File: src/rtl/mdr_mem_ctrl.sv
// MAR/MDR register pair plus a Moore req/ack engine for single-word memory
// reads and writes, with a per-request cycle timeout.
module mdr_mem_ctrl #(
    parameter int ADDR_W  = 9,
    parameter int TIMEOUT = 15
) (
    input  logic              clk,
    input  logic              clr,
    input  logic [31:0]       BusMuxOut,
    input  logic              MARin,
    input  logic              MDRin,
    input  logic              Read,
    input  logic              Write,
    input  logic [31:0]       mem_rdata,
    input  logic              mem_ack,
    output logic [ADDR_W-1:0] mem_addr,
    output logic [31:0]       mem_wdata,
    output logic              mem_req,
    output logic              mem_we,
    output logic [31:0]       MDR_Data_Out,
    output logic [ADDR_W-1:0] MAR_Data_Out,
    output logic              busy,
    output logic              done,
    output logic              err
);

    typedef enum logic [1:0] {
        IDLE,
        RD_REQ,
        WR_REQ,
        DONE
    } state_t;

    localparam logic [7:0] CNT_LAST = 8'(TIMEOUT - 1);

    state_t            state, state_next;
    logic [ADDR_W-1:0] mar;
    logic [31:0]       mdr;
    logic [7:0]        cnt;
    logic              err_q;
    logic              err_next;
    logic              in_req;

    assign in_req = (state == RD_REQ) || (state == WR_REQ);

    // Next state; err_next is latched on the way into DONE and replayed there.
    always_comb begin
        state_next = state;
        err_next   = 1'b0;
        case (state)
            IDLE: begin
                if (Read && Write) begin
                    state_next = DONE;
                    err_next   = 1'b1;
                end else if (Read) begin
                    state_next = RD_REQ;
                end else if (Write) begin
                    state_next = WR_REQ;
                end
            end
            RD_REQ, WR_REQ: begin
                if (mem_ack) begin
                    state_next = DONE;
                end else if (cnt == CNT_LAST) begin
                    state_next = DONE;
                    err_next   = 1'b1;
                end
            end
            DONE:    state_next = IDLE;
            default: state_next = IDLE;
        endcase
    end

    always_ff @(posedge clk) begin
        if (clr) begin
            state <= IDLE;
            mar   <= '0;
            mdr   <= '0;
            cnt   <= '0;
            err_q <= 1'b0;
        end else begin
            state <= state_next;
            err_q <= err_next;
            // Counter only survives while staying in a request state.
            if (in_req && (state_next == state))
                cnt <= cnt + 8'd1;
            else
                cnt <= '0;
            // Bus loads only in IDLE so address and write data stay frozen.
            if (state == IDLE && MARin)
                mar <= BusMuxOut[ADDR_W-1:0];
            if (state == IDLE && MDRin)
                mdr <= BusMuxOut;
            else if (state == RD_REQ && mem_ack)
                mdr <= mem_rdata;
        end
    end

    assign mem_req      = in_req;
    assign mem_we       = (state == WR_REQ);
    assign busy         = (state != IDLE);
    assign done         = (state == DONE);
    assign err          = (state == DONE) && err_q;
    assign mem_addr     = mar;
    assign mem_wdata    = mdr;
    assign MDR_Data_Out = mdr;
    assign MAR_Data_Out = mar;

endmodule

File: config.mk
export PLATFORM = sky130hd
export DESIGN_NAME = mdr_mem_ctrl
export DESIGN_NICKNAME = d
export VERILOG_FILES = /design/src/rtl/mdr_mem_ctrl.sv
export SDC_FILE = /design/constraint.sdc
export NUM_CORES = 1
export LEC_CHECK = 0
export CAP_MARGIN = 20
export CORE_UTILIZATION = 25
export CTS_CLUSTER_SIZE = 10
export DETAILED_ROUTE_END_ITERATION = 12
export MAX_ROUTING_LAYER = met4
export PLACE_DENSITY = 0.64
export SLEW_MARGIN = 5
export SYNTH_ARGS = -nofsm -noshare
export SYNTH_HDL_FRONTEND = slang
export SYNTH_SLANG_ARGS = --single-unit
File: constraint.sdc
create_clock -name clk -period 3.9 [get_ports clk]
set_input_delay 0.78 -clock clk [delete_from_list [all_inputs] [get_ports clk]]
set_output_delay 0.78 -clock clk [all_outputs]
set_load 0.05 [all_outputs]
# Word-level counts from Yosys, hierarchy flattened

Cells that the tools add are included.

Bits in registers: 52

Mux-type cells: 12
$add $sub $neg: 1
Reductions and logical operators: 12
Equality and inequality tests: 5
Bitwise gates (word level): 1

Operators with widths:

| cell                | count |
|---|---|
| $mux 32             | 2 |
| $mux 2              | 5 |
| $add 8x1->8 const B | 1 |
| $eq 8x4->1 const B  | 1 |
| $logic_and 1x1->1   | 6 |
| $pmux 2 s3          | 1 |
| $eq 2x2->1 const B  | 2 |
| $reduce_bool 2->1   | 2 |
| $reduce_or 2->1     | 2 |
| $mux 1              | 3 |
| $eq 2x1->1 const B  | 1 |
| $eq 2x2->1          | 1 |
| $logic_not 2->1     | 1 |
| $pmux 1 s2          | 1 |
| $logic_or 1x1->1    | 1 |
| $not 1->1           | 1 |

# Longest topological paths before layout

Gate-level depths: netlist of the first run.

Word-level depth: 8
Depth in mapped cells: 7
Mapped depth without buffers: 6

# Worst setup path after synthesis of the first run

No wires, ideal clock.

Path type: reg2reg
Start: register state[0]
End: register err_q
Path buffers: 0
Setup time: 0.081 ns
Period minus slack after synthesis: 2.297 ns
Stages on the path, launching flop included: 6
Required time: 3.819 ns
Arrival time: 2.215 ns
Path slack: 1.603 ns
Path through: dfxtp_1 inv_1 ha_1 or4b_4 or3_1 a211oi_2

Cells in the longest elaborated chain, start to end: 3
Elaborated cells on any way between the ends: 5
Those cells by class: 2 x eq/ne; 1 x mux; 2 x reduce/logical

Ends and longest elaborated chain:

| what                                            | RTL line | text |
|---|---|---|
| start, declared                                 | 36       | `state_t state, state_next;` |
| start signal, assigned                          | 82       | `state <= state_next;` |
| $eq 2x2->1 / $eq 2x1->1 (equally long branches) | 50       | `case (state)` |
| $reduce_or 2->1                                 | 50       |  |
| $pmux 1 s2 *                                    | 50       |  |
| end signal, assigned                            | 83       | `err_q <= err_next;` |
| end, declared                                   | 40       | `logic err_q;` |

Every way passes the cells marked *; elsewhere a longest branch is shown, timed or not.
A chain may end at the register's enable or synchronous reset.

# Worst setup path after layout of the first run

Start: register state[0]
End: output busy

Cells in the longest elaborated chain, start to end: 1

Ends and longest elaborated chain:

| what              | RTL line | text |
|---|---|---|
| $reduce_bool 2->1 | 101      | `assign busy = (state != IDLE);` |
| end, declared     | 22       | `output logic busy,` |

Every way passes these cells.

==> results of run 1 <==
## kinds of logic after synthesis
| logic type | count (synthesis) | share of synthesized area (%) |
|---|---|---|
| AOI/OAI and AO/OA | 49 | 15.13 |
| xor gates and xnor gates | 6 | 1.944 |
| adders and majority gates | 7 | 3.239 |
| buffers and inverters | 71 | 15.59 |
| DFF | 52 | 38.50 |
| muxes | 2 | 1.203 |
| and+or+nand+nor | 145 | 24.39 |
## stage by stage
| stage | power (mW) | worst slack, ns | util [%] |
|---|---|---|---|
| 2_1_floorplan | 2.365 | 1.603 | - |
| 3_3_place_gp | 2.895 | 1.174 | 39.18 |
| 3_5_place_dp | 2.919 | 1.050 | 39.18 |
| 4_1_cts | 3.334 | 0.8458 | 40.40 |
| 5_1_grt | 3.473 | 0.7461 | 40.40 |
| 6_report | 3.303 | 0.8769 | 40.40 |
## worst max path at each step
stage,start,endpoint,slack [ns],depth (start not counted)
detailed placement,mem_ack,cnt[4],1.05,6
CTS,state[0],busy,0.85,4
finish,state[0],busy,0.88,4
floorplan,state[0],err_q,1.60,5
global placement,mem_ack,cnt[2],1.17,6
global route,state[0],busy,0.75,4
## flip-flops by register name (all words and copies together) (netlist names)
register	cells
cnt	8
err_q	1
state	2
MAR_Data_Out	9
MDR_Data_Out	32
## cells in the final DEF, fill, tap and decap left out, types with 6 or more instances in the layout
master             n
nand3_1           43
nor2_1            35
inv_1              6
clkdlybuf4s50_1  156
a21oi_1           10
clkbuf_8           7
ha_1               7
a311oi_1          32
dfxtp_1           52
nand2_1           45
## metal layers
metal / up-vias / GRT usage, % / wire length (um)
met5: - / - / 0
li1: 1328 / - / -
met1: 1262 / 17.84 / 3648
met4: 0 / 4.365 / 47
met3: 2 / 3.556 / 637
met2: 127 / 25.30 / 3893
## layout make-up
cell class / count / area [um2] / share of cell area, %
Multi-Input combinational cell: 209 / 1244 / 29.56
Sequential cell: 52 / 1041 / 24.74
Timing Repair Buffer: 162 / 1604 / 38.12
Inverter: 6 / 22.52 / 0.5352
Tap cell: 136 / 170.2 / 4.044
Clock buffer: 7 / 96.34 / 2.290
Clock inverter: 1 / 30.03 / 0.7136
## power by group through the flow
stage / registers [mW] / logic (mW) / clock network (mW)
6_report: 0.796 / 2.10 / 0.403
5_1_grt: 0.818 / 2.21 / 0.441
4_1_cts: 0.798 / 2.12 / 0.419
3_5_place_dp: 0.806 / 2.11 / 0
3_3_place_gp: 0.802 / 2.09 / 0
2_1_floorplan: 1.20 / 1.17 / 0
## worst min-delay path, delay by kind of cell, from the launching register on
kind | cells | cell delay [ns]
flops | 1 | 0.33
simple gates | 1 | 0.06
compound gates | 1 | 0.05
==> flow_summary.toml, run 1 <==
[global_routing]
grt_max_degree = 46
antenna_found_initial = 0
track_usage_pct = 15.03
grt.overflow.total = 0
grt_pass1_vias = 2633
grt_pass1_wl_um = 13170

[synth]
synth_flop_cell = "dfxtp_1"
yosys.area.top_type = "dfxtp_1"
yosysWarnings = 0
ys_seq_area_share_pct = 38.50
netlist_area_um2 = 2704
synth_seq_cells = 52
synthTopCellsByArea = "dfxtp_1 39%, buf_4 11%, a311oi_1 10%"
postSynthCellCount = 332
syn_avg_cell_area_um2 = 8.144
async_flop_share_pct = 0
synth_edf_count = 0
synth_top_area_share_pct = 38.50
synth.distinct_cells = 31
synth_nets = 410
yosys-top-cells-count = "52 x dfxtp_1, 46 x nand2_1, 43 x nand3_1, 41 x buf_4, 35 x nor2_1"
synth_most_common_cell = "dfxtp_1"

[setup_path]
critPathMostFrequentCell = "inv_1"
cp.required_ns = 3.12
cp-end-kind = "output port"
cp.arrival_ns = 2.24
slowest_stage = "clkdlybuf4s50_1"
rr_endpoint = "MDR_Data_Out[15]"
critical_path_buf_inv_count = 3
cp_top_family = "buffers and inverters"
crit-reg2reg-launch = "state[0]"
path_max_fanout = 13
critical_path.cell_chain = "inv_1, ha_1, inv_1, clkdlybuf4s50_1"
criticalPathCategory = "flip-flop to output port"
r2r_slack_ns = 1.50
startpoint_type = "flip-flop"
r2r_cells = 6
critical_path.max_stage_delay_ns = 0.80

[die]
dieWidth_um = 106.0
die_area_um2 = 11230
die_h_um = 106.0
start_util_pct = 25.96
rows = 37
core-area_um2 = 10420
ios = 158

[clocking]
cts.sinks = 52
cts_max_path_buffers = 2
htreeDepth = 2
cts_resized = 0
clock_latency_ns = 0.30
clk_pin_slew_ns = 0.09
cts_tree = "built"
hold_buffers = 0
cts_root_buffer = "clkbuf_8"
post_cts_buffers = 0
cts_buffers = 5

[timing]
final-setup-viol-count = 0
hold_violations = 0
clock-skew-final_ns = 0.01217
fmax_mhz = 330.8
rsz0062_at_grt = "false"
worst_slew_pin_slew_ns = 0.9070
whs_ns = 0.4796
finalCritPeriodShare_pct = 77.52
finalSetupTns_ns = 0
relSlewSlack_pct = 39.53
period_minus_slack_ns = 3.023
finalMaxSlewViolations = 0

[worst_hold_path]
hold_depth = 2
hold_path_end = "MAR_Data_Out[0]"
hp-class = "flip-flop to flip-flop"
min_from = "MAR_Data_Out[0]"

[placement]
dp.cells = 565
dpl_cell_area_um2 = 4081
place_hpwl_um = 5885
portBuffers = 157
place_congestion = 0.7562

[job]
maxCapViolCount = 0

[power]
power_frac_seq_pct = 24.1
p_sw_mw = 1.717
powerDensity_nw_per_um2 = 784.9
comb_power_share_pct = 63.7
p_int_mw = 1.586
power_frac_clock_pct = 12.2
ir_worst_vdd_uv = 313.6
leakagePower_nw = 1.476
switching_share_pct = 51.99

[layout]
num_antenna_cells = 0
area_growth_pct = 55.62
nets = 514
fillers = 1059
layoutNonFillerInstCount = 573
stdcell_area_um2 = 4208
drive_above_1_share_pct = 4.577

[route]
dr.pass1.iters = 4
vias = 2719
drt_iter0_drc = 56
vias_per_cell = 4.745
drt_wl_total_um = 8227
routedWlPerCell_um = 14.36
ant_nets = 0
drc = 0

[status]
status = "finished clean"
(Power assumes the default switching activity.)
==> inputs of run 2 (changes only) <==
clock period = 2.9 ns   (was 3.9 ns; I/O delays follow)
==> run 2 against run 1 <==
  * Clock-buffer cell count grew 1
  * First-iteration DRC count is 61% higher
  * Routed wire length increased by 2.0%
  * Hold slack worse by 0.0038 ns
  * Total power grew 32%
  * Non-clock buffer count rose by 2
  * Core utilization decreased by 0.084 points
  * Clock power increased by 4%
  * Sequential share of layout area rose by 0.052 points
  * Critical path type unchanged
  * Largest power group unchanged
  * Highest routed layer unchanged
==> flow_summary.toml, run 2 (synthesis gave the netlist of run 1 again) <==
[timing]
hold_violations = 0
rsz0062_at_grt = "false"
worst_slew_pin_slew_ns = 0.6812
finalMaxSlewViolations = 0
relSlewSlack_pct = 54.54
fmax_mhz = 366.5
final-setup-viol-count = 0
clock-skew-final_ns = 0.005634
finalCritPeriodShare_pct = 94.08
period_minus_slack_ns = 2.728
finalSetupTns_ns = 0

[layout]
final_cell_mix = "156 x clkdlybuf4s50_1, 52 x dfxtp_1, 45 x nand2_1"
mostFrequentLayoutCell = "clkdlybuf4s50_1"
fin_util_pct = 40.31
largest_register_ffs = 32
fillers = 1059
regArea_um2 = 1041
multi_input_comb_area_um2 = 1244
nets = 516
drive_above_1_share_pct = 4.556
num_antenna_cells = 0
layoutNonFillerInstCount = 575
area_growth_pct = 55.30

[power]
leakagePower_nw = 1.472
p_sw_mw = 2.307
powerDensity_nw_per_um2 = 1035
power_frac_clock_pct = 9.6
ir_worst_vdd_uv = 529.5
p_int_mw = 2.040
power_frac_seq_pct = 24.6
finalPower_mw = 4.347
comb_power_share_pct = 65.7
switching_share_pct = 53.07

[route]
routedWlPerCell_um = 14.59
vias = 2719
dr.pass1.iters = 4
drt_wl_total_um = 8391
vias_per_cell = 4.729
drt_iter0_drc = 90
drc = 0
ant_nets = 0

[job]
maxCapViolCount = 0

[clocking]
clk_pin_slew_ns = 0.09
cts_max_path_buffers = 2
cts_tree = "built"
cts_buffers = 5
cts_root_buffer = "clkbuf_8"
htreeDepth = 2
clock_latency_ns = 0.29
cts_resized = 0
post_cts_buffers = 0
hold_buffers = 0
cts.sinks = 52

[die]
start_util_pct = 25.96
dieWidth_um = 106.0
die_h_um = 106.0
die_area_um2 = 11230
core-area_um2 = 10420
rows = 37
ios = 158

[setup_path]
slowest_stage = "clkdlybuf4s50_1"
critical_path.cell_chain = "inv_1, ha_1, clkdlybuf4s50_1"
cp-end-kind = "output port"
cp.arrival_ns = 2.15
path_max_fanout = 7
critical_path.max_stage_delay_ns = 0.84
startpoint_type = "flip-flop"
criticalPathCategory = "flip-flop to output port"
cp.required_ns = 2.32

[global_routing]
grt.overflow.total = 0
antenna_found_initial = 0
grt_max_degree = 39
grt_pass1_wl_um = 12970
grt_pass1_vias = 2603
track_usage_pct = 14.88

[placement]
portBuffers = 157
dp.cells = 567
place_congestion = 0.7892
place_hpwl_um = 6121

[worst_hold_path]
hp-class = "flip-flop to flip-flop"

[status]
status = "finished clean"
-- run 2: cell types whose count changed in the layout (fill, tap and decap cells not counted), sizes merged --
cell	before	now
buf	6	8
bufinv	1	0
clkbuf	7	8
-- run 2: per-stage QoR --
step	cell area (um2)	worst slack (ns)	hold WS, ns
after floorplan	2704	0.6033	0.4704
after global placement	4109	0.5290	0.4591
after detailed placement	4109	0.4848	0.4681
after CTS	4199	0.1481	0.4807
after global routing	4199	0.05773	0.4992
final	4199	0.1717	0.4758
-- run 2: worst max-delay path: cells and delay by family, from the launching register on --
family,cells,cell delay [ns]
adder cells (fa/ha/maj),1,0.38
buffers and inverters,2,0.98
flip-flops,1,0.51
-- run 2: area by class of cell --
cell class / count / share of cell area [%]
timing repair buffer: 164 / 38.86
clock buffer: 8 / 2.145
tap: 136 / 4.052
sequential: 52 / 24.79
inverter: 6 / 0.5364
multi-input combinational: 209 / 29.62
-- run 2: worst paths after layout --
check	startpoint	end	slack [ns]	cells past startpoint
max	state[0]	mem_req	0.17	3
min	MAR_Data_Out[5]	MAR_Data_Out[5]	0.48	2
max reg2reg	state[0]	MDR_Data_Out[1]	0.70	7
min reg2reg	MAR_Data_Out[5]	MAR_Data_Out[5]	0.48	2
-- run 2: per-layer routing --
metal	up-vias	share of wire [%]	GRT usage, %
met3	4	6.3	2.452
met4	0	0.83	3.373
li1	1339	-	-
met5	-	0	-
met1	1261	44	17.12
met2	115	49	26.98
-- run 2: power groups by stage --
stage | Clock (mW) | Sequential, mW | Combinational, mW
after floorplan | 0 | 1.61 | 1.57
after global placement | 0 | 1.08 | 2.85
after detailed placement | 0 | 1.09 | 2.87
after CTS | 0.442 | 1.08 | 2.88
after global routing | 0.465 | 1.10 | 3.00
final | 0.419 | 1.07 | 2.86
==> inputs of run 3 (changes only) <==
clock period = 3.43 ns   (was 2.9 ns; I/O delays follow)
==> run 3 against run 2 <==
  * Core utilization is 0.23 points lower
  * Non-clock buffer count is 2 lower
  * Critical path depth is 1 higher
  * Die area stayed put
  * Largest power group unchanged
  * Routed wire length is 2.7% lower
  * Total power is 16% lower
  * Sequential power is 15% lower
  * Sequential share of layout area is 0.14 points higher
  * Combinational power is 17% lower
  * Design area is 0.57% lower
  * Global-route usage hardly changed
  * Clock skew is 0.0060 ns higher
==> flow_summary.toml, run 3 (synthesis gave the netlist of run 1 again) <==
[layout]
area_growth_pct = 54.42
num_antenna_cells = 0
drive_above_1_share_pct = 4.348
regArea_um2 = 1041
largest_register_ffs = 32
nets = 514
fin_util_pct = 40.08
mostFrequentLayoutCell = "clkdlybuf4s50_1"
multi_input_comb_area_um2 = 1244
final_cell_mix = "156 x clkdlybuf4s50_1, 52 x dfxtp_1, 45 x nand2_1"
fillers = 1070

[timing]
finalSetupTns_ns = 0
fmax_mhz = 342.9
hold_violations = 0
finalCritPeriodShare_pct = 85.03
finalMaxSlewViolations = 0
clock-skew-final_ns = 0.01162
relSlewSlack_pct = 38.53
final-setup-viol-count = 0
worst_slew_pin_slew_ns = 0.9187
period_minus_slack_ns = 2.917
rsz0062_at_grt = "false"

[setup_path]
cp-end-kind = "output port"
critical_path.cell_chain = "inv_1, ha_1, inv_1, clkdlybuf4s50_1"
slowest_stage = "clkdlybuf4s50_1"
r2r_slack_ns = 0.91
path_max_fanout = 13
critical_path.max_stage_delay_ns = 0.80
critPathMostFrequentCell = "inv_1"
worst-path-stages = 4
cp.required_ns = 2.74
critical_path_buf_inv_count = 3
cp_top_family = "buffers and inverters"
startpoint_type = "flip-flop"
cp.arrival_ns = 2.23
crit_start = "state[0]"
crit-reg2reg-launch = "state[0]"
r2r_cells = 6
criticalPathCategory = "flip-flop to output port"
rr_endpoint = "MDR_Data_Out[26]"
cp-endpoint = "busy"

[global_routing]
grt.met3_usage_pct = 2.636
track_usage_pct = 14.84
met2_usage_pct = 25.12
grt_pass1_vias = 2604
grt_pass1_wl_um = 13080
antenna_found_initial = 0
grt_max_degree = 51
grt_use_met1_pct = 18.00
grt-busiest-layer = "met2"
grt.overflow.total = 0

[clocking]
htreeDepth = 2
cts_tree = "built"
cts_buffers = 5
clock_latency_ns = 0.30
cts_resized = 0
cts.sinks = 52
post_cts_buffers = 0
cts_root_buffer = "clkbuf_8"
clk_pin_slew_ns = 0.08
cts_max_path_buffers = 2
hold_buffers = 0

[die]
ios = 158
start_util_pct = 25.96
die_h_um = 106.0
core-area_um2 = 10420
rows = 37
die_area_um2 = 11230
dieWidth_um = 106.0

[route]
vias_per_cell = 4.735
drt_wl_total_um = 8165
ant_nets = 0
dr.pass1.iters = 4
vias = 2713
routedWlPerCell_um = 14.25
drc = 0
drt_iter0_drc = 96

[placement]
portBuffers = 157
place_hpwl_um = 5912
place_congestion = 0.7604

[power]
leakagePower_nw = 1.456
finalPower_mw = 3.647
ir_worst_vdd_uv = 367.5
powerDensity_nw_per_um2 = 873.5

[status]
status = "finished clean"

[worst_hold_path]
hp-class = "flip-flop to flip-flop"

[job]
maxCapViolCount = 0
-- run 3: cell count changes in the layout (fill, tap and decap cells not counted), sizes merged --
cell | previous run | this run
buf | 8 | 6
clkbuf | 8 | 7
clkinvlp | 0 | 1
-- run 3: per-stage QoR --
step | instances | hold slack, ns | setup WS (ns) | instance area, um2
2_1_floorplan | 332 | 0.4704 | 1.133 | 2704
3_3_place_gp | 565 | 0.4597 | 0.8747 | 4081
3_5_place_dp | 565 | 0.4661 | 0.8351 | 4081
4_1_cts | 573 | 0.4786 | 0.4882 | 4175
5_1_grt | 573 | 0.5148 | 0.3851 | 4175
6_report | 573 | 0.4764 | 0.5135 | 4175
-- run 3: final cells by class --
type                            instances  area share [%]
Clock buffer                            7           2.068
Sequential cell                        52           24.93
Tap cell                              136           4.076
Timing Repair Buffer                  162           38.42
Multi-Input combinational cell        209           29.79
Inverter                                6          0.5394
Clock inverter                          1          0.1798
-- run 3: how the worst min path moves through the flow --
stage / startpoint / endpoint / slack, ns / cells after the start
finish: MAR_Data_Out[3] / MAR_Data_Out[3] / 0.48 / 2
CTS: MAR_Data_Out[3] / MAR_Data_Out[3] / 0.48 / 2
global placement: MAR_Data_Out[3] / MAR_Data_Out[3] / 0.46 / 2
floorplan: cnt[7] / cnt[7] / 0.47 / 2
detailed placement: MAR_Data_Out[3] / MAR_Data_Out[3] / 0.47 / 2
global route: MAR_Data_Out[3] / MAR_Data_Out[3] / 0.51 / 2
-- run 3: power by group --
group / internal (mW) / leakage (nW) / switching [mW] / total, mW
Clock: 0.164 / 0.0445 / 0.196 / 0.361
Combinational: 0.781 / 0.983 / 1.60 / 2.38
Sequential: 0.761 / 0.428 / 0.146 / 0.907
Total: 1.71 / 1.46 / 1.94 / 3.65
-- run 3: tightest hold or removal path, cell delays in order (launching register included) --
cell	delay (ns)
dfxtp_1	0.33
nand2_1	0.05
a21oi_1	0.05
-- run 3: layer usage --
metal | vias up | wire [um]
met5 | - | 0
li1 | 1329 | -
met1 | 1250 | 3525
met3 | 6 | 538
met4 | 0 | 116
met2 | 128 | 3985
